### src/rtl/alu_seq_pkg.sv
// Shared types for the calculator ALU sequencer.
// ALU_SEQ_DIV_EN enables the iterative divider.
package alu_seq_pkg;

    localparam int ALU_SEQ_W = 16;

    typedef enum logic [2:0] {
        OP_ADD  = 3'd0,
        OP_SUB  = 3'd1,
        OP_AND  = 3'd2,
        OP_OR   = 3'd3,
        OP_MUL  = 3'd4,
        OP_DIV  = 3'd5,
        OP_RSV6 = 3'd6,
        OP_RSV7 = 3'd7
    } op_t;

    typedef enum logic [1:0] {
        S_IDLE,
        S_EXEC,
        S_ITER,
        S_DONE
    } state_t;

endpackage

### src/rtl/alu_iter.sv
// Shift-add multiplier / restoring divider on one shared adder.
// Divider present only when ALU_SEQ_DIV_EN is defined.
module alu_iter
    import alu_seq_pkg::*;
#(
    parameter int W = ALU_SEQ_W
) (
    input  logic         clk,
    input  logic         rst,
    input  logic         step,
    input  logic         load,
    input  logic         mode,
    input  logic [W-1:0] a,
    input  logic [W-1:0] b,
    output logic [W-1:0] acc_lo,
    output logic [W-1:0] acc_hi
);

    logic [W-1:0] lo_q, lo_d, hi_q, hi_d, m_q, m_d;

`ifdef ALU_SEQ_DIV_EN
    logic [W+1:0] opx, opy, sum;

    // mode=1 subtracts (divide), mode=0 adds (multiply)
    always_comb begin
        opx = mode ? {1'b0, hi_q, lo_q[W-1]} : {2'b00, hi_q};
        opy = (mode || lo_q[0]) ? {2'b00, m_q} : '0;
        sum = opx + (opy ^ {(W+2){mode}}) + (W+2)'(mode);
        if (mode) begin
            if (!sum[W+1]) begin
                acc_hi = sum[W-1:0];
                acc_lo = {lo_q[W-2:0], 1'b1};
            end else begin
                acc_hi = opx[W-1:0];
                acc_lo = {lo_q[W-2:0], 1'b0};
            end
        end else begin
            acc_hi = sum[W:1];
            acc_lo = {sum[0], lo_q[W-1:1]};
        end
    end
`else
    logic [W:0] sum;

    always_comb begin
        sum    = {1'b0, hi_q} + {1'b0, (lo_q[0] ? m_q : {W{1'b0}})};
        acc_hi = sum[W:1];
        acc_lo = {sum[0], lo_q[W-1:1]};
    end
`endif

    always_comb begin
        lo_d = lo_q;
        hi_d = hi_q;
        m_d  = m_q;
        if (load) begin
            hi_d = '0;
            lo_d = mode ? a : b;
            m_d  = mode ? b : a;
        end else if (step) begin
            lo_d = acc_lo;
            hi_d = acc_hi;
        end
    end

    always_ff @(posedge clk or negedge rst) begin
        if (!rst) begin
            lo_q <= '0;
            hi_q <= '0;
            m_q  <= '0;
        end else begin
            lo_q <= lo_d;
            hi_q <= hi_d;
            m_q  <= m_d;
        end
    end

endmodule

### src/rtl/alu_sequencer.sv
// Calculator ALU sequencer: FSM, single-cycle datapath, output regs.
// ALU_SEQ_DIV_EN enables DIV; otherwise DIV behaves as reserved.
module alu_sequencer
    import alu_seq_pkg::*;
#(
    parameter int W = ALU_SEQ_W
) (
    input  logic         clk,
    input  logic         rst,
    input  logic         start,
    input  logic [2:0]   op_code,
    input  logic [W-1:0] op_a,
    input  logic [W-1:0] op_b,
    input  logic         abort,
    output logic         ready,
    output logic         busy,
    output logic         done,
    output logic [W-1:0] result,
    output logic [W-1:0] result_hi,
    output logic         carry,
    output logic         zero,
    output logic         err
);

    localparam int CW = $clog2(W);

    state_t         state_q, state_d;
    logic [CW-1:0]  cnt_q, cnt_d;
    op_t            op_q, op_d;
    logic [W-1:0]   a_q, a_d, b_q, b_d;
    logic [W-1:0]   res_q, res_d, hi_q, hi_d;
    logic           carry_q, carry_d, zero_q, zero_d, err_q, err_d;

    logic [W-1:0]   ex_res, ex_hi;
    logic           ex_carry, ex_err;
    logic           is_iter, iter_load, iter_step, iter_mode;
    logic [W-1:0]   acc_lo, acc_hi;

    alu_iter #(.W(W)) u_iter (
        .clk    (clk),
        .rst    (rst),
        .step   (iter_step),
        .load   (iter_load),
        .mode   (iter_mode),
        .a      (op_a),
        .b      (op_b),
        .acc_lo (acc_lo),
        .acc_hi (acc_hi)
    );

`ifdef ALU_SEQ_DIV_EN
    assign is_iter = (op_t'(op_code) == OP_MUL) ||
                     (op_t'(op_code) == OP_DIV && op_b != '0);
`else
    assign is_iter = (op_t'(op_code) == OP_MUL);
`endif

    assign iter_mode = (state_q == S_IDLE) ? (op_t'(op_code) == OP_DIV)
                                           : (op_q == OP_DIV);

    always_comb begin
        ex_res   = '0;
        ex_hi    = '0;
        ex_carry = 1'b0;
        ex_err   = 1'b0;
        case (op_q)
            OP_ADD: {ex_carry, ex_res} = {1'b0, a_q} + {1'b0, b_q};
            OP_SUB: begin
                ex_res   = a_q - b_q;
                ex_carry = a_q < b_q;
            end
            OP_AND: ex_res = a_q & b_q;
            OP_OR:  ex_res = a_q | b_q;
`ifdef ALU_SEQ_DIV_EN
            OP_DIV: begin
                ex_res = '1;
                ex_hi  = a_q;
                ex_err = 1'b1;
            end
`endif
            default: ex_err = 1'b1;
        endcase
    end

    always_comb begin
        state_d   = state_q;
        cnt_d     = cnt_q;
        op_d      = op_q;
        a_d       = a_q;
        b_d       = b_q;
        res_d     = res_q;
        hi_d      = hi_q;
        carry_d   = carry_q;
        zero_d    = zero_q;
        err_d     = err_q;
        iter_load = 1'b0;
        iter_step = 1'b0;
        unique case (state_q)
            S_IDLE: if (start) begin
                op_d      = op_t'(op_code);
                a_d       = op_a;
                b_d       = op_b;
                iter_load = 1'b1;
                if (is_iter) begin
                    state_d = S_ITER;
                    cnt_d   = CW'(W - 1);
                end else begin
                    state_d = S_EXEC;
                end
            end
            S_EXEC: begin
                res_d   = ex_res;
                hi_d    = ex_hi;
                carry_d = ex_carry;
                zero_d  = (ex_res == '0);
                err_d   = ex_err;
                state_d = S_DONE;
            end
            S_ITER: begin
                iter_step = 1'b1;
                cnt_d     = cnt_q - 1'b1;
                if (cnt_q == '0) begin
                    cnt_d   = '0;
                    res_d   = acc_lo;
                    hi_d    = acc_hi;
                    carry_d = (op_q == OP_MUL) && (acc_hi != '0);
                    zero_d  = (acc_lo == '0);
                    err_d   = 1'b0;
                    state_d = S_DONE;
                end
            end
            S_DONE: state_d = S_IDLE;
            default: state_d = S_IDLE;
        endcase
        // abort beats everything, including a same-cycle start
        if (abort) begin
            state_d = S_IDLE;
            cnt_d   = '0;
            res_d   = '0;
            hi_d    = '0;
            carry_d = 1'b0;
            zero_d  = 1'b0;
            err_d   = 1'b0;
        end
    end

    always_ff @(posedge clk or negedge rst) begin
        if (!rst) begin
            state_q <= S_IDLE;
            cnt_q   <= '0;
            op_q    <= OP_ADD;
            a_q     <= '0;
            b_q     <= '0;
            res_q   <= '0;
            hi_q    <= '0;
            carry_q <= 1'b0;
            zero_q  <= 1'b0;
            err_q   <= 1'b0;
        end else begin
            state_q <= state_d;
            cnt_q   <= cnt_d;
            op_q    <= op_d;
            a_q     <= a_d;
            b_q     <= b_d;
            res_q   <= res_d;
            hi_q    <= hi_d;
            carry_q <= carry_d;
            zero_q  <= zero_d;
            err_q   <= err_d;
        end
    end

    assign ready     = (state_q == S_IDLE);
    assign busy      = !ready;
    assign done      = (state_q == S_DONE);
    assign result    = res_q;
    assign result_hi = hi_q;
    assign carry     = carry_q;
    assign zero      = zero_q;
    assign err       = err_q;

endmodule

### config.mk
export PLATFORM = sky130hd
export DESIGN_NAME = alu_sequencer
export DESIGN_NICKNAME = d
export VERILOG_FILES = /design/src/rtl/alu_seq_pkg.sv /design/src/rtl/alu_iter.sv /design/src/rtl/alu_sequencer.sv
export SDC_FILE = /design/constraint.sdc
export NUM_CORES = 1
export LEC_CHECK = 0
export CORE_ASPECT_RATIO = 0.75
export CORE_MARGIN = 2
export CORE_UTILIZATION = 45
export DETAILED_ROUTE_END_ITERATION = 16
export PLACE_DENSITY_LB_ADDON = 0.3
export RECOVER_POWER = 25
export SETUP_SLACK_MARGIN = 0.15
export SKIP_LAST_GASP = 1
export SLEW_MARGIN = 20
export SYNTH_ARGS = -nofsm -noshare
export SYNTH_HDL_FRONTEND = slang
export SYNTH_SLANG_ARGS = --single-unit
### constraint.sdc
create_clock -name clk -period 2.72 [get_ports clk]
set_input_delay 0.544 -clock clk [delete_from_list [all_inputs] [get_ports clk]]
set_output_delay 0.544 -clock clk [all_outputs]
set_load 0.005 [all_outputs]
### After elaboration in Yosys (flattened, before gate mapping)

Cells that the tools add are included.

* register bits after elaboration: 124
* input bits: 39
* output and inout bits: 38
* word-level logic and storage cells: 88

* add/subtract/negate cells: 4
* $lt $le $gt $ge: 1
* eq/ne operators: 13
* mux-type cells: 39
* bitwise gates (word level): 2
* reduce and logical (&&, ||, !) cells: 16

Operator list (count)
* 2-to-1 mux 16 bit: 11
* one-hot mux 16 bit (2 select lines): 2
* one-hot mux 16 bit (4 select lines): 1
* adder 16 x 16 -> 17 bit: 2
* zero test 16 bit: 2
* bitwise AND 16 bit: 1
* < comparator 16 bit: 1
* 2-to-1 mux 4 bit: 4
* bitwise OR 16 bit: 1
* nonzero test 16 bit: 1
* subtractor 16 bit: 1
* equality test 3 bit, second input constant: 4
* 2-to-1 mux 1 bit: 11
* 2-to-1 mux 2 bit: 4
* one-hot mux 1 bit (2 select lines): 4
* one-hot mux 2 bit (4 select lines): 1
* one-hot mux 4 bit (2 select lines): 1
* equality test 3 x 2 -> 1 bit, second input constant: 2
* inequality test 3 bit, second input constant: 2
* AND reduction 2 bit: 3
* nonzero test 3 bit: 2
* equality test 2 bit, second input constant: 2
* zero test 4 bit: 1
* OR reduction 4 bit: 1
* other kinds (10): 10

### Logic depth before layout (Yosys ltp)

* depth in word-level cells: 7
* mapped depth: 12
* depth with buffers taken out: 12

### Hierarchy

From an unflattened synthesis, not the netlist that was laid out.

* cells, all modules: 1093
* area total of the unflattened synthesis: 9223.8 µm²

By module, submodules not included
* alu_sequencer: times used 1, cells an instance 702, area an instance 5718.0 µm², sequential area each 1901.8 µm²
* alu_iter: times used 1, cells an instance 391, area an instance 3505.9 µm², sequential area each 1201.2 µm²

### Worst setup path after synthesis

Ideal clock, no wire load.

* kind: register to register
* start point: register u_iter.lo_q[0]
* end point: register carry_q, in the netlist carry
* data arrival time: 2.757 ns
* data required time: 2.588 ns
* setup slack: -0.170 ns
* stages on the path, launching flop included: 13
* path buffers: 2
* period minus slack after synthesis: 2.890 ns
* path through: dfrtp_1 -> clkbuf_1 -> and2_1 -> ha_1 -> buf_2 -> and2_1 -> a221o_1 -> a21oi_1 -> a21bo_2 -> mux2i_1 -> or3_1 -> o41ai_1 -> nand3_1

* cells in the longest elaborated chain, start to end: 7

Ends and longest elaborated chain
* start, declared: line alu_iter.sv:19 `logic [W-1:0] lo_q, lo_d, hi_q, hi_d, m_q, m_d;`
* start signal, assigned: line alu_iter.sv:72 `lo_q <= lo_d;`
* 2-to-1 mux 16 bit: line alu_iter.sv:46 `sum = {1'b0, hi_q} + {1'b0, (lo_q[0] ? m_q : {W{1'b0}})};`
* adder 16 x 16 -> 17 bit: line alu_iter.sv:46
* nonzero test 16 bit: line alu_sequencer.sv:126 `carry_d = (op_q == OP_MUL) && (acc_hi != '0);`
* logical AND 1 bit: line alu_sequencer.sv:126
* 2-to-1 mux 1 bit: line alu_sequencer.sv:122 `if (cnt_q == '0) begin`
* one-hot mux 1 bit (2 select lines): line alu_sequencer.sv:98 `unique case (state_q)`
* 2-to-1 mux 1 bit: line alu_sequencer.sv:136 `if (abort) begin`
* end signal, assigned: line alu_sequencer.sv:167 `carry_q <= carry_d;`
* end, declared: line alu_sequencer.sv:32 `logic carry_q, carry_d, zero_q, zero_d, err_q, err_d;`

No other way between the ends. The select of a mux whose other input is x is not followed.
A chain may end at the register's enable or synchronous reset.

### Worst setup path after layout

Ends and elaborated chain as after synthesis.

==> flow_summary.ini <==
[run_status]
status = finished with violations
violations = negative setup slack

[sta]
period_share_pct = 111
worst_slew_pin_slew_ps = 1430
period_minus_slack_ps = 3020
rsz0062_at_grt = yes
skew_ps = 12.8
whs_ps = 330
slew_viol_final = 0
slew-limit-headroom_pct = 4.52
setup_violations = 11
tns_ps = -1540
worst_slack_ps = -295
hold_viol_final = 0
fmax_ghz = 0.332

[worst_hold_path]
hold_path.class = primary input to asynchronous set/reset pin

[critical_path]
cp.arrival_ps = 3320
critical_path_peak_fanout = 4
end_kind = flip-flop
r2r_slack_ps = -300
cp_data_required_time_ps = 3030
critPathKind = flip-flop to flip-flop
start_kind = flip-flop

[grt]
grt_pass1_wl_mm = 52.2
track_usage_pct = 31.3
grt_pass1_vias = 9144
antenna_found_initial = 0
overflow = 0
grt_max_degree = 56

[clock_tree]
worstSkewPairLatency_ps = 440
path_clk_slew_ps = 60
cts_buffers = 17
tritoncts = built
root_buffer = clkbuf_16
clockBufferDepth = 2
cts.sinks = 124
h-tree-depth = 4

[synthesis]
netlist_area_um2 = 9320
yosysTopAreaCellShare_pct = 33.3
synth_edf_count = 0
avgSynthCellArea_um2 = 8.27
yosys.area.top_type = dfrtp_1
synth_seq_cells = 124
synth.distinct_cells = 100
async_flop_share_pct = 100
ys_seq_area_share_pct = 33.3
ys.warnings.count = 0
synthTopCellsByArea = dfrtp_1 33%, ha_1 9.5%, nand2_1 7.5%
synthFlopType = dfrtp_1
synth_nets = 1240
syn_inst = 1127

[drt]
postRouteAntennaNets = 0
firstDrtPassIters = 6
drtIter0Drc = 1096
vias = 9951
drc = 0
wire_per_inst_um = 20.8
drt-total-wl_mm = 34.3
viasPerCell = 6.03

[die]
io_pins = 77
core_um2 = 20300
die_h_um = 129
die-area_um2 = 21900
initial_core_util_pct = 46.0
row_count = 45
die_w_um = 170

[layout]
fin_cells = 1649
nets = 1492
drive_gt1_share_pct = 30.6
stdcell_area_um2 = 13400
antennaDiodeCount = 0
areaGrowthSynthToFinish_pct = 43.5

[placed_design]
placement.io_buffers = 76
place_congestion = 0.969
place_hpwl_mm = 25.3
dpl-instance-area_um2 = 11600
placedCellCount = 1590

[pwr]
power-per-cell-area_nw_per_um2 = 1620
power_w = 0.0216
leakage_nw = 5.90
ir_worst_vdd_mv = 0.784

[flow_run]
cap_violations = 0
## final cells by class
cell class | instances | area [um2]
Sequential cell | 124 | 3110
Multi-Input combinational cell | 872 | 6570
Tap cell | 258 | 323
Clock buffer | 19 | 453
Inverter | 64 | 245
Fill cell | 1616 | 6900
Timing Repair Buffer | 300 | 2520
Clock inverter | 12 | 163
## flip-flops by register name, indices dropped and copies added, names as in the netlist
register / count
zero: 1
result_hi: 16
result: 16
op_q: 3
cnt_q: 4
state_q: 2
u_iter.hi_q: 16
u_iter.lo_q: 16
carry: 1
err: 1
a_q: 16
u_iter.m_q: 16
b_q: 16
## metrics by stage
step                setup WS (ps)  utilization [%]
global route                 -345             66.0
CTS                          -222             63.4
global placement             -341             57.2
detailed placement           -417             57.2
finish                       -295             66.0
floorplan                   -97.5                -
## kinds of logic after synthesis
kind of cell | synth area share, %
flip-flops | 33.3
XOR/XNOR | 0.564
multiplexers | 2.55
adder cells (fa/ha/maj) | 10.2
AO/OA/AOI/OAI | 25.0
AND/OR/NAND/NOR | 22.0
buffers and inverters | 6.47
## critical path: stages (launching register included)
cell and delay, ps:
dfrtp_2 450, and2_4 160, ha_4 160, inv_1 70
fa_2 210, nor2b_1 50, o31a_1 270, buf_4 160
o21a_1 180, or3_4 360, a21oi_4 150, nand4b_1 230
o41ai_4 300, nand3_1 120
## worst paths after layout
kind | start | endpoint | cells past startpoint
max | u_iter.lo_q[0] | carry | 13
min | rst | result[10] | 1
max reg2reg | u_iter.lo_q[0] | carry | 13
min reg2reg | result_hi[0] | result_hi[0] | 2
max in group asynchronous | rst | b_q[0] | 2
min in group clk | result_hi[0] | result_hi[0] | 2
## layer usage
layer / vias to the layer above / track usage (%) / share of wire (%)
li1: 4542 / - / -
met1: 4795 / 48.3 / 47
met2: 549 / 44.0 / 42
met3: 65 / 6.92 / 9.4
met4: 0 / 7.99 / 1.7
met5: - / 0 / 0
## synth_stat cells (6+ instances only)
cell      instances
a211oi_1         14
a21o_1            8
a21oi_1          63
a22o_1           11
a31oi_1          38
and2_1           26
and3_1           18
buf_2             9
clkbuf_1         43
clkbuf_8          6
dfrtp_1         124
ha_1             71
inv_1            61
mux2i_1          17
nand2_1         186
nand2b_1         12
nand3_1          17
nand4_1           6
nor2_1           92
nor2b_1          16
nor3_1           21
nor4_1            9
o211ai_1         15
o21a_1            9
o21ai_0          74
o21ai_1           6
or3_1             6
## where the power goes
part	total [W]	internal (W)	switching [W]
combinational	0.0160	0.00742	0.00857
clock	0.00241	0.00149	0.000917
sequential	0.00323	0.00259	0.000641
## timing repair
| action | CTS | global route |
|---|---|---|
| setup buffers | 15 | 13 |
| setup endpoints to repair | 26 | 59 |
| hold buffers | 0 | 0 |
| pin swaps | 57 | 60 |
| resized for setup | 101 | 86 |
## layout by cell type, fill, tap and decap left out, types with 5 or more instances in the layout
cell type	instances
a211oi_1	11
inv_2	10
o211ai_1	15
clkinv_4	5
nand2b_1	11
buf_4	204
ha_2	8
nand4_1	6
nor2_1	88
dfrtp_1	122
nor3_2	5
ha_1	42
inv_1	52
o31a_1	5
buf_6	16
o21a_1	8
o21ai_1	9
nand2_1	184
clkbuf_16	17
nor2b_1	14
nor4_1	6
and3_1	18
clkdlybuf4s50_1	75
a21oi_1	48
o21ai_2	8
ha_4	21
o21ai_0	62
a21oi_2	14
nor2_2	5
a21o_1	8
and2_4	11
a31oi_1	36
nand3_1	15
mux2i_1	16
nor3_1	19
a22o_1	11
and2_1	14
(Power assumes the default switching activity.)
